==> src/rtl/hpdcache_pkg.sv <==
// Shared HPDcache types used on the snoop response path.
// Holds the cache config, snoop meta and snoop data beat.
package hpdcache_pkg;

  typedef struct packed {
    int unsigned clOffsetWidth;
  } hpdcache_cfg_t;

  localparam hpdcache_cfg_t HPDCACHE_DEFAULT_CFG = '{
    clOffsetWidth: 6
  };

  localparam int unsigned HPDCACHE_SNOOP_BEAT_W = 64;

  typedef struct packed {
    logic was_unique;
    logic is_shared;
    logic pass_dirty;
    logic error;
    logic data_transfer;
  } hpdcache_snoop_meta_t;

  typedef struct packed {
    logic [HPDCACHE_SNOOP_BEAT_W-1:0] data;
    logic                             last;
  } hpdcache_snoop_beat_t;

endpackage

==> src/rtl/hpdcache_snoop_rsp_serializer.sv <==
// Registers one snoop response, then issues its meta once
// and its cache line as NumBeats beats on independent channels.
module hpdcache_snoop_rsp_serializer
  import hpdcache_pkg::*;
#(
  parameter hpdcache_cfg_t HPDcacheCfg = HPDCACHE_DEFAULT_CFG,
  parameter int unsigned CacheLineWidth =
    8 << HPDcacheCfg.clOffsetWidth,
  parameter int unsigned BeatWidth = 64,
  parameter type hpdcache_snoop_resp_data_t =
    hpdcache_snoop_beat_t
) (
  input  logic                      clk_i,
  input  logic                      rst_ni,
  input  logic                      snoop_rsp_valid_i,
  output logic                      snoop_rsp_ready_o,
  input  hpdcache_snoop_meta_t      snoop_rsp_meta_i,
  input  logic [CacheLineWidth-1:0] snoop_rsp_line_i,
  output logic                      snoop_rsp_meta_valid_o,
  input  logic                      snoop_rsp_meta_ready_i,
  output hpdcache_snoop_meta_t      snoop_rsp_meta_o,
  output logic                      snoop_rsp_data_valid_o,
  input  logic                      snoop_rsp_data_ready_i,
  output hpdcache_snoop_resp_data_t snoop_rsp_data_o
);

  localparam int unsigned NumBeats =
    CacheLineWidth / BeatWidth;
  localparam int unsigned CntW =
    (NumBeats > 1) ? $clog2(NumBeats) : 1;

  typedef logic [CntW-1:0] beat_cnt_t;

  localparam beat_cnt_t LastBeat =
    beat_cnt_t'(NumBeats - 1);

  typedef enum logic {
    ST_IDLE,
    ST_BUSY
  } state_t;

  state_t                    r_state;
  logic                      r_meta_pend;
  logic                      r_data_pend;
  beat_cnt_t                 r_beat;
  hpdcache_snoop_meta_t      r_meta;
  logic [CacheLineWidth-1:0] r_line;

  logic                      w_accept;
  logic                      w_meta_hs;
  logic                      w_data_hs;
  logic                      w_last;
  logic                      w_meta_pend_n;
  logic                      w_data_pend_n;
  logic [CacheLineWidth-1:0] w_line_sh;

  assign w_accept = snoop_rsp_valid_i
                  & (r_state == ST_IDLE);
  assign w_meta_hs = r_meta_pend
                   & snoop_rsp_meta_ready_i;
  assign w_data_hs = r_data_pend
                   & snoop_rsp_data_ready_i;
  assign w_last = (r_beat == LastBeat);

  assign w_meta_pend_n = r_meta_pend & ~w_meta_hs;
  assign w_data_pend_n = r_data_pend
                       & ~(w_data_hs & w_last);

  always_ff @(posedge clk_i or negedge rst_ni) begin
    if (!rst_ni) begin
      r_state     <= ST_IDLE;
      r_meta_pend <= 1'b0;
      r_data_pend <= 1'b0;
      r_beat      <= '0;
      r_meta      <= '0;
      r_line      <= '0;
    end else begin
      unique case (r_state)
        ST_IDLE: begin
          if (w_accept) begin
            r_meta      <= snoop_rsp_meta_i;
            r_line      <= snoop_rsp_line_i;
            r_meta_pend <= 1'b1;
            r_data_pend <= snoop_rsp_meta_i.data_transfer;
            r_beat      <= '0;
            r_state     <= ST_BUSY;
          end
        end
        ST_BUSY: begin
          r_meta_pend <= w_meta_pend_n;
          r_data_pend <= w_data_pend_n;
          if (w_data_hs) begin
            r_beat <= w_last ? '0 : r_beat + 1'b1;
          end
          // leave as soon as the final handshake lands
          if (!w_meta_pend_n && !w_data_pend_n) begin
            r_state <= ST_IDLE;
          end
        end
        default: r_state <= ST_IDLE;
      endcase
    end
  end

  assign snoop_rsp_ready_o      = (r_state == ST_IDLE);
  assign snoop_rsp_meta_valid_o = r_meta_pend;
  assign snoop_rsp_meta_o       = r_meta;
  assign snoop_rsp_data_valid_o = r_data_pend;

  assign w_line_sh = r_line >> (r_beat * BeatWidth);

  always_comb begin
    snoop_rsp_data_o      = '0;
    snoop_rsp_data_o.data = w_line_sh[BeatWidth-1:0];
    snoop_rsp_data_o.last = w_last;
  end

endmodule

==> config.mk <==
export PLATFORM = sky130hd
export DESIGN_NAME = hpdcache_snoop_rsp_serializer
export DESIGN_NICKNAME = d
export VERILOG_FILES = /design/src/rtl/hpdcache_pkg.sv /design/src/rtl/hpdcache_snoop_rsp_serializer.sv
export SDC_FILE = /design/constraint.sdc
export NUM_CORES = 1
export LEC_CHECK = 0
export CORE_ASPECT_RATIO = 1.4
export CORE_MARGIN = 2
export CORE_UTILIZATION = 40
export DETAILED_ROUTE_END_ITERATION = 10
export PLACE_DENSITY_LB_ADDON = 0.3
export SKIP_CTS_REPAIR_TIMING = 1
export SYNTH_ARGS = -nofsm -noshare
export SYNTH_HDL_FRONTEND = slang
export SYNTH_SLANG_ARGS = --single-unit
==> constraint.sdc <==
create_clock -name clk_i -period 5.15 [get_ports clk_i]
set_input_delay 1.03 -clock clk_i [delete_from_list [all_inputs] [get_ports clk_i]]
set_output_delay 1.03 -clock clk_i [all_outputs]
set_load 0.02 [all_outputs]
### After elaboration in Yosys (flattened, before gate mapping)

Index checks and enable logic that the tools add are counted.

* bitwise logic cells: 9
* shift operators: 1
* reductions and logical operators: 5
* mux-type cells: 11
* $add $sub $neg: 1
* eq/ne operators: 3

Operator list (number)
* >> shifter 512 x 9 -> 64 bit: 1
* 2-to-1 mux 3 bit: 3
* AND 1 bit: 6
* one-hot mux 1 bit (2 select lines): 3
* one-hot mux 3 bit (2 select lines): 1
* 2-to-1 mux 1 bit: 4
* != test 2 x 1 -> 1 bit (second input constant): 2
* AND reduction 2 bit: 2
* adder 3 x 1 -> 3 bit (second input constant): 1
* == test 3 bit (second input constant): 1
* NOT 1 bit: 3
* zero test 1 bit: 2
* logical AND 1 bit: 1

* bits of input ports: 522
* output and inout port bits: 73
* bits in registers: 523

### Logic depth before layout (Yosys ltp)

Gate-level depths: netlist of the first run.

* depth in word-level cells: 8
* mapped depth: 6
* mapped depth without buffers: 5

### Least setup slack after synthesis of the first run

OpenSTA, ideal clock, no wires.

* path type: reg-to-output
* start point: register r_beat[0]
* end point: output port snoop_rsp_data_o[10] (netlist name)
* slack: 2484 ps
* arrival: 1636 ps
* buffers on the path: 3
* cell stages (with the launch flop): 6
* cells stage by stage: dfrtp_1 > clkbuf_1 > buf_6 > buf_6 > mux4_2 > mux2_2

RTL lines
* start: declaration: line hpdcache_snoop_rsp_serializer.sv:45 `beat_cnt_t r_beat;`
* start signal: assignment: line hpdcache_snoop_rsp_serializer.sv:93 `r_beat <= w_last ? '0 : r_beat + 1'b1;`
* end: declaration: line hpdcache_snoop_rsp_serializer.sv:24 `output hpdcache_snoop_resp_data_t snoop_rsp_data_o`

==> run metrics, run 1 <==
outcome finished, final reports clean; first-pass detailed-route iteration total 6; critical path fanouts, max 32; GP Congestion between 0.8 and 0.9; setup TNS 0 ns; worst hold path class reg2reg; Worst-path clk slew about 0.06 ns; Max-cap violations 0; Routed Wire Length 61.9 mm; power per cell area 586 nW/um2; DRC 0; crit end category output port; # setup viols final 0; most frequent cells in the layout clkdlybuf4s50_1, dfrtp_1, mux2_1; crit path DAT roughly 3.4 ns; Fmax achieved roughly 0.23 GHz; Die Y-Extent 289 um; PnR Total Power approximately 19 mW; hold path depth 1; synthesized area ~23000 um2; CP cell instances buf_4 > mux4_2 > mux2_2 > clkdlybuf4s50_1; Final period util a little under nine tenths; Crit path depth 4; cts bufs inserted 54; Final Hold Vio Count 0; Final ANT Viol Nets 0; Startpoint Class register; share of layout cells above drive strength 1 15.6%; Worst VDD drop ~370 uV; CTS H-Tree Depth 2; hold path start r_line[329]$_DFFE_PN0P_; io pins ~600; vias per inst slightly above 5; Die ar. 60000 um2; synthesis-to-layout area growth 36.6%; Yosys cell types 21; Net Count, Synth 1872; Cells after Synth between 1000 and 1500; final hold slack about 0.48 ns; largest net degree at the start of global routing between 150 and 200; commonest non-fill, non-tap cell in the layout clkdlybuf4s50_1; DRT iter0 DRCs 597; final instance area 31700 um2; hold worst-path end r_line[329]$_DFFE_PN0P_; Clock Root Buffer clkbuf_16; placed cell area roughly 30000 um2; final slew viol count 0; Nets approximately 2500; core outline area ~57000 um2; Clock Sinks ~520; cell family with most CP delay buffers and inverters; Final min period roughly 4.4 ns; CP max stage delay ~0.90 ns; total grt overflow 0; via count 14200; CTS Buffer Depth 3; Worst-Skew Late Latency 0.60 ns; yosys warns 0; row count ~100; CP max-delay cell dfrtp_4; vias in the first global route between 15000 and 20000; Reg-to-Reg End r_line[306]$_DFFE_PN0P_; initial antenna violation count 15; max_slew headroom between 30% and 40%; FF+latch count, synth between 500 and 600; sequential area share after synthesis 56.4%; Reg2Reg Setup Slack around 3.0 ns; clk_skew about 0.019 ns; worst flop-to-flop path startpoint r_state$_DFF_PN0_; fill cell count between 4000 and 5000; WP data required between 4 and 5 ns; R2R cell count 4; Worst-Margin Slew 0.944 ns; WL/cell around 23 um; Buf+Inv Stages, Crit Path 2; synthesized area per cell ~17 um2; Die Wd 208 um; Initial Utilization between 40 and 50%; CTS tree built; port bufs ~590; leakage ~13 nW; crit path kind reg2out; first-pass GRT wire length ~95 mm; DP HPWL approximately 44 mm; All-Layer GR Usage 20.5%; RSZ-0062 raised after global routing false
[where the power goes]
part / switching (mW) / total [mW] / leakage (nW) / internal, mW
registers: 1.21 / 7.44 / 6.16 / 6.22
logic: 2.87 / 7.22 / 5.60 / 4.34
clock network: 1.62 / 3.93 / 0.889 / 2.31
[metal layers]
| metal | global-route usage (%) | vias to the layer above | share of wire (%) |
|---|---|---|---|
| met4 | 7.80 | 0 | 2.6 |
| li1 | - | 6213 | - |
| met5 | 0 | - | 0 |
| met2 | 36.4 | 456 | 53 |
| met3 | 5.44 | 87 | 6.6 |
| met1 | 23.9 | 7412 | 38 |
[stage by stage]
step	utilization, %	setup WS, ns	instances
floorplan	-	2.48	1348
detailed placement	52.0	1.25	2613
global placement	52.0	1.27	2613
CTS	55.1	0.590	2707
finish	55.2	0.708	2727
global route	55.2	0.487	2722
[worst max-delay path by stage]
stage,from,to
floorplan,r_beat[0]$_DFFE_PN0P_,snoop_rsp_data_o[10]
global placement,r_beat[0]$_DFFE_PN0P_,snoop_rsp_data_o[34]
detailed placement,r_beat[0]$_DFFE_PN0P_,snoop_rsp_data_o[31]
CTS,r_beat[0]$_DFFE_PN0P_,snoop_rsp_data_o[41]
global route,r_beat[0]$_DFFE_PN0P_,snoop_rsp_data_o[38]
finish,r_beat[0]$_DFFE_PN0P_,snoop_rsp_data_o[34]
[cell type report]
cell class                 count  area (um2)  area share (%)
antenna                       20        50.0           0.158
clock buffer                  81        1660            5.23
clock inverter                13         130           0.411
inverter                       1        3.75          0.0118
multi-input combinational    729        9560            30.2
sequential                   523       13100            41.3
tap                          742         928            2.93
timing repair buffer         618        6270            19.8
[cells by family after synthesis]
kind of cell / after synthesis / share of synthesized area [%]
AO/OA/AOI/OAI: 8 / 0.248
AND/OR/NAND/NOR: 10 / 0.194
adder cells (fa/ha/maj): 2 / 0.108
multiplexers: 709 / 40.6
buffers and inverters: 96 / 2.42
flip-flops: 523 / 56.4
[sequential cells by signal (all words and copies together), names as in the netlist]
signal                  flops
snoop_rsp_meta_o            5
r_beat                      3
r_state                     1
snoop_rsp_meta_valid_o      1
snoop_rsp_data_valid_o      1
r_line                    512
[synthesized netlist by cell type]
library cell	count	area share, %
buf_6	11	0.53
dfrtp_1	523	56
a21o_1	1	0.032
buf_1	3	0.049
nor2b_1	2	0.054
mux4_2	128	12
ha_1	2	0.11
nor2_1	4	0.065
a22o_1	3	0.11
buf_2	47	1.0
a211oi_1	1	0.032
nand2b_1	1	0.027
a21oi_1	1	0.022
mux2_1	517	25
buf_4	16	0.52
o21ai_0	1	0.022
mux2_2	64	3.1
inv_2	1	0.016
a31oi_1	1	0.027
clkbuf_1	18	0.29
nand2_1	3	0.049
(Power assumes the default switching activity.)
==> run 2, diff against run 1 <==
CTS_CLUSTER_SIZE = 28   (was not set)
==> results of run 2 <==
Same layout as run 1: the final DEF is identical, and so are final timing and power.
==> run 3, diff against run 2 <==
ABC_CLOCK_PERIOD_IN_PS = 5150   (was not set)
CTS_CLUSTER_DIAMETER = 200   (was not set)
==> run metrics, run 3 (same netlist as run 1, synthesis figures left out) <==
Final min period 4.44 ns (about the same); row count 104 (unchanged); via count 13900 (was 14200); GP Congestion 0.837 (unchanged); first-pass GRT wire length 93.6 mm (was 95.2 mm); worst flop-to-flop path startpoint r_state$_DFF_PN0_ (unchanged); CTS H-Tree Depth 1 (was 2); Die Wd 208 um (unchanged); leakage 12.0 nW (was 12.6 nW); # setup viols final 0 (unchanged); Worst VDD drop 479 uV (was 374 uV); Final ANT Viol Nets 0 (unchanged); critical path fanouts, max 32 (unchanged); vias per inst 5.23 (was 5.20); Routed Wire Length 60.7 mm (was 61.9 mm); Startpoint Class register (unchanged); Fmax achieved 0.225 GHz (about the same); Die ar. 60000 um2 (unchanged); DRC 0 (unchanged); All-Layer GR Usage 20.0% (was 20.5%); most frequent cells in the layout clkdlybuf4s50_1, dfrtp_1, mux2_1 (unchanged); commonest non-fill, non-tap cell in the layout clkdlybuf4s50_1 (unchanged); worst hold path class in2async (was reg2reg); fin cells 2657 (was 2727); crit path DAT 3.41 ns (about the same); max_slew headroom 37.8% (was 37.1%); outcome finished, final reports clean (unchanged); power per cell area 547 nW/um2 (was 586 nW/um2); final slew viol count 0 (unchanged); PnR Total Power 16.7 mW (was 18.6 mW); total grt overflow 0 (unchanged); setup TNS 0 ns (unchanged); port bufs 594 (unchanged); DRT iter0 DRCs 592 (was 597); Worst-path clk slew 0.11 ns (was 0.06 ns); clk_skew 0.0127 ns (was 0.0190 ns); largest net degree at the start of global routing 152 (unchanged); # placed instances 2613 (unchanged); flip-flop count of the largest register after layout 512 (unchanged); share of layout cells above drive strength 1 13.0% (was 15.6%); crit path kind reg2out (unchanged); WP data required 4.12 ns (about the same); Nets 2419 (was 2451); Final period util 86.1% (was 86.2%); Most flops, register r_line (unchanged); CTS tree built (unchanged); R2R cell count 4 (unchanged); Crit. Startpoint r_beat[0]$_DFFE_PN0P_ (unchanged); cts bufs inserted 22 (was 54); Die Y-Extent 289 um (unchanged); first-pass detailed-route iteration total 4 (was 6); crit end category output port (unchanged); DP HPWL 44.5 mm (unchanged); Final Hold Vio Count 0 (unchanged); Worst-Skew Late Latency 0.57 ns (was 0.60 ns); Worst-Margin Slew 0.934 ns (was 0.944 ns); CTS Buffer Depth 3 (unchanged); WL/cell 22.8 um (was 22.7 um); core outline area 57400 um2 (unchanged); Initial Utilization 40.4% (unchanged); synthesis-to-layout area growth 31.4% (was 36.6%); io pins 595 (unchanged); Clock Root Buffer clkbuf_16 (unchanged); Max-cap violations 0 (unchanged); Reg-to-Reg End r_line[245]$_DFFE_PN0P_ (was r_line[306]$_DFFE_PN0P_); initial antenna violation count 15 (unchanged); vias in the first global route 15500 (was 15800); RSZ-0062 raised after global routing false (unchanged); Clock Sinks 523 (unchanged); Reg2Reg Setup Slack 2.98 ns (was 2.97 ns)
==> run 3: stage by stage <==
stage	cell area [um2]	hold slack (ns)	setup slack (ns)	utilization [%]
floorplan	23200	0.452	2.48	-
finish	30500	0.486	0.714	53.1
global route	30500	0.506	0.470	53.1
detailed placement	29900	0.469	1.25	52.0
global placement	29900	0.462	1.27	52.0
CTS	30500	0.493	0.575	53.1
==> run 3: worst max path at each step <==
stage                                 to  slack [ns]  cells past startpoint
finish              snoop_rsp_data_o[34]        0.71                      4
detailed placement  snoop_rsp_data_o[31]        1.25                      4
CTS                 snoop_rsp_data_o[31]        0.58                      4
global placement    snoop_rsp_data_o[34]        1.27                      4
global route        snoop_rsp_data_o[38]        0.47                      4
floorplan           snoop_rsp_data_o[10]        2.48                      5
==> run 3: metal layers <==
| metal | GRT usage (%) | vias to the layer above | wire, um |
|---|---|---|---|
| met3 | 4.24 | 68 | 3630 |
| met2 | 35.8 | 394 | 32000 |
| met1 | 24.1 | 7323 | 23500 |
| li1 | - | 6104 | - |
| met4 | 6.75 | 0 | 1620 |
| met5 | 0 | - | 0 |
==> run 3: final cells by class <==
cell class              count  area, um2
inverters                   1       3.75
flip-flops and latches    523      13100
fillers                  4807      26900
diodes                     19       47.5
multi-input cells         729       9560
repair buffers            618       6270
well taps                 742        928
clock buffers              24        579
clock inverters             1       11.3
==> run 3: where the power goes <==
group | internal (mW) | leakage (nW) | total (mW) | switching [mW]
registers | 6.20 | 6.16 | 7.40 | 1.21
logic | 4.34 | 5.60 | 7.20 | 2.86
clock network | 0.813 | 0.291 | 2.09 | 1.28
==> run 3: critical path, cell delays in order, from the launching register on <==
cell	delay, ns
dfrtp_4	0.92
buf_4	0.47
mux4_2	0.55
mux2_2	0.27
clkdlybuf4s50_1	0.57
==> patch: new RTL, flow settings as in run 1 <==
Make the reset (`rst_ni`) synchronous in one clocked block.
--- a/src/rtl/hpdcache_snoop_rsp_serializer.sv
+++ b/src/rtl/hpdcache_snoop_rsp_serializer.sv
@@ -68,3 +68,3 @@
 
-  always_ff @(posedge clk_i or negedge rst_ni) begin
+  always_ff @(posedge clk_i) begin
     if (!rst_ni) begin
Behaviour: differs if rst_ni is asserted again (counterexample within 4 cycles, from zero or initial values and one cycle with rst_ni low); with rst_ni held inactive, the same outputs for 4 cycles.
==> patch against run 1 <==
- routed wire length rose by 47%
- worst setup slack improved by 0.019 ns
- die area fell by 1.0%
- synthesized area fell by 1.0%
- non-clock buffer count rose by 12
- critical path type unchanged
- highest routed layer is now met5
- sequential cell count did not move
- critical path depth did not move
- cell area fell by 1.6%
Power is not compared: it rests on default switching activity, and its combinational part moved more than twofold at a synthesized area within 25%.
==> patch: results (changes against run 1) <==
| Metric | Value |
|---|---|
| Clock-pin slew on the worst setup and hold paths | `0.06 ns (about the same)` |
| H-Tree Depth | `2 (unchanged)` |
| Slew headroom | `31.3% (was 37.1%)` |
| Syn_area_per_cell | `9.17 sq um (was 17.2 sq um)` |
| Worst Path Max Fanout | `32 (unchanged)` |
| Area post-placement | `0.0293 sq mm (was 0.0299 sq mm)` |
| Routability congestion estimate | `0.987 (was 0.837)` |
| Reg with most FFs | `r_line (unchanged)` |
| Cell variety after synth | `23 (was 21)` |
| Filler Cells Inserted | `5162 (was 4679)` |
| Hpwl dp | `70.2 mm (was 44.5 mm)` |
| Seq/Total Area, Yosys | `45.6% (was 56.4%)` |
| Crit path max-delay family | `multiplexers (was buffers and inverters)` |
| Placed cells | `3657 (was 2613)` |
| Peak supply drop | `0.000320 V` |
| Number of flip-flops in the largest register | `512 (unchanged)` |
| Leakage | `11.3 nW` |
| Post-DRT Antenna Nets | `0 (unchanged)` |
| CP Capture Type | `output port (unchanged)` |
| Synth Net Count | `3028 (was 1872)` |
| Hold WC Path Type | `flop to flop (unchanged)` |
| Routed WL | `90.9 mm (was 61.9 mm)` |
| Total Nets Final | `3501 (was 2451)` |
| IO buf count | `594 (unchanged)` |
| DRT iter0 DRCs | `1058 (was 597)` |
| Cts bufs inserted | `53 (was 54)` |
| Predominant post-synthesis flop cell | `dfxtp_1 (was dfrtp_1)` |
| Yosys warnings | `0 (unchanged)` |
| Endpoints failing hold | `0 (unchanged)` |
| Buffers & Inverters on Critical Path | `2 (unchanged)` |
| Commonest cells post-synth | `nand2_1, dfxtp_1, a21boi_0 (was dfrtp_1, mux2_1, mux4_2)` |
| Critical Path Slowest Stage Cell | `dfxtp_4 (was dfrtp_4)` |
| GRT Overall Usage | `30.0% (was 20.5%)` |
| Layout Skew | `0.0257 ns (was 0.0190 ns)` |
| First-pass DRT Iterations | `5 (was 6)` |
| Largest net degree at the start of global routing | `130 (was 152)` |
| Initial antenna violation count | `23 (was 15)` |
| Fraction of registers with async set/reset | `0% (was 100%)` |
| Outcome | `completed (unchanged)` |
| Share of layout cells above drive strength 1 | `10.8% (was 15.6%)` |
| Vias | `19600 (was 14200)` |
| CTS Buffer Depth | `3 (unchanged)` |
| Final cell count without fillers | `3767 (was 2727)` |
| Area contributors post-synth | `dfxtp_1, nand2_1, a21boi_0, mux4_2, a21boi_1 (was dfrtp_1, mux2_1, mux4_2, mux2_2, buf_2)` |
| First-pass GRT wire length | `128 mm (was 95.2 mm)` |
| Worst-Skew Late Latency | `0.61 ns` |
| Clock root buffer | `clkbuf_16 (unchanged)` |
| CP arrival | `3.39 ns (was 3.41 ns)` |
| Dpl ws | `1.27 ns (was 1.25 ns)` |
| Crit-path max cell delay | `0.82 ns (was 0.90 ns)` |
| Number of global-route vias before repair | `20600 (was 15800)` |
## patch: cell types whose count changed after synthesis, moves of 3 or more
cell,before,now
a22o_1,3,0
mux2_1,517,0
buf_2,47,65
a21boi_0,0,419
a21boi_1,0,101
buf_4,16,1
nand3_1,0,4
nand2_1,3,1037
clkbuf_1,18,122
dfxtp_1,0,523
nor2_1,4,1
dfrtp_1,523,0
buf_1,3,13
## patch: path summary, 6_finish.rpt
| kind | slack, ns | endpoint | startpoint | cells past startpoint |
|---|---|---|---|---|
| setup / recovery | 0.73 | snoop_rsp_data_o[28] | r_beat[0]$_SDFFE_PN0P_ | 4 |
| hold / removal | 0.45 | r_line[443]$_SDFFE_PN0P_ | r_line[443]$_SDFFE_PN0P_ | 2 |
| setup reg to reg | 2.80 | r_line[210]$_SDFFE_PN0P_ | r_state$_SDFF_PN0_ | 4 |
| hold reg to reg | 0.45 | r_line[443]$_SDFFE_PN0P_ | r_line[443]$_SDFFE_PN0P_ | 2 |
## patch: power by group
| part | internal, mW | switching, mW | total, mW | leakage, nW |
|---|---|---|---|---|
| clock network | 2.33 | 1.70 | 4.03 | 0.882 |
| logic | 0.728 | 0.624 | 1.35 | 6.16 |
| registers | 4.29 | 0.191 | 4.48 | 4.30 |
| total | 7.35 | 2.52 | 9.86 | 11.3 |
## patch: layout make-up
cell class	instances	area, sq um	share of cell area (%)
sequential	523	10500	33.6
clock inverter	26	303	0.971
clock buffer	73	1520	4.88
tap	735	920	2.95
antenna	11	27.5	0.0883
inverter	1	3.75	0.0120
timing repair buffer	630	6380	20.5
multi-input combinational	1768	11500	37.0
## patch: per-layer routing
metal,global-route usage [%],routed length [um]
met1,25.8,27400
met2,57.8,49700
met3,7.45,5910
met4,22.9,7760
met5,0,110
## patch: tightest hold or removal path, delay by kind of cell, from the launching register on
kind / cells / cell delay, ns
simple gates: 1 / 0.05
compound gates: 1 / 0.05
flops: 1 / 0.30
## patch: kinds of logic (layout without fill, tap and decap cells)
group                    Yosys count  in the layout  share of synthesized area (%)
adder cells (fa/ha/maj)            2              2                          0.109
AND/OR/NAND/NOR                 1048           1048                           17.2
AO/OA/AOI/OAI                    525            525                           17.1
flip-flops                       523            523                           45.6
other                              0             11                              0
multiplexers                     193            193                           15.7
buffers and inverters            213            730                           4.21
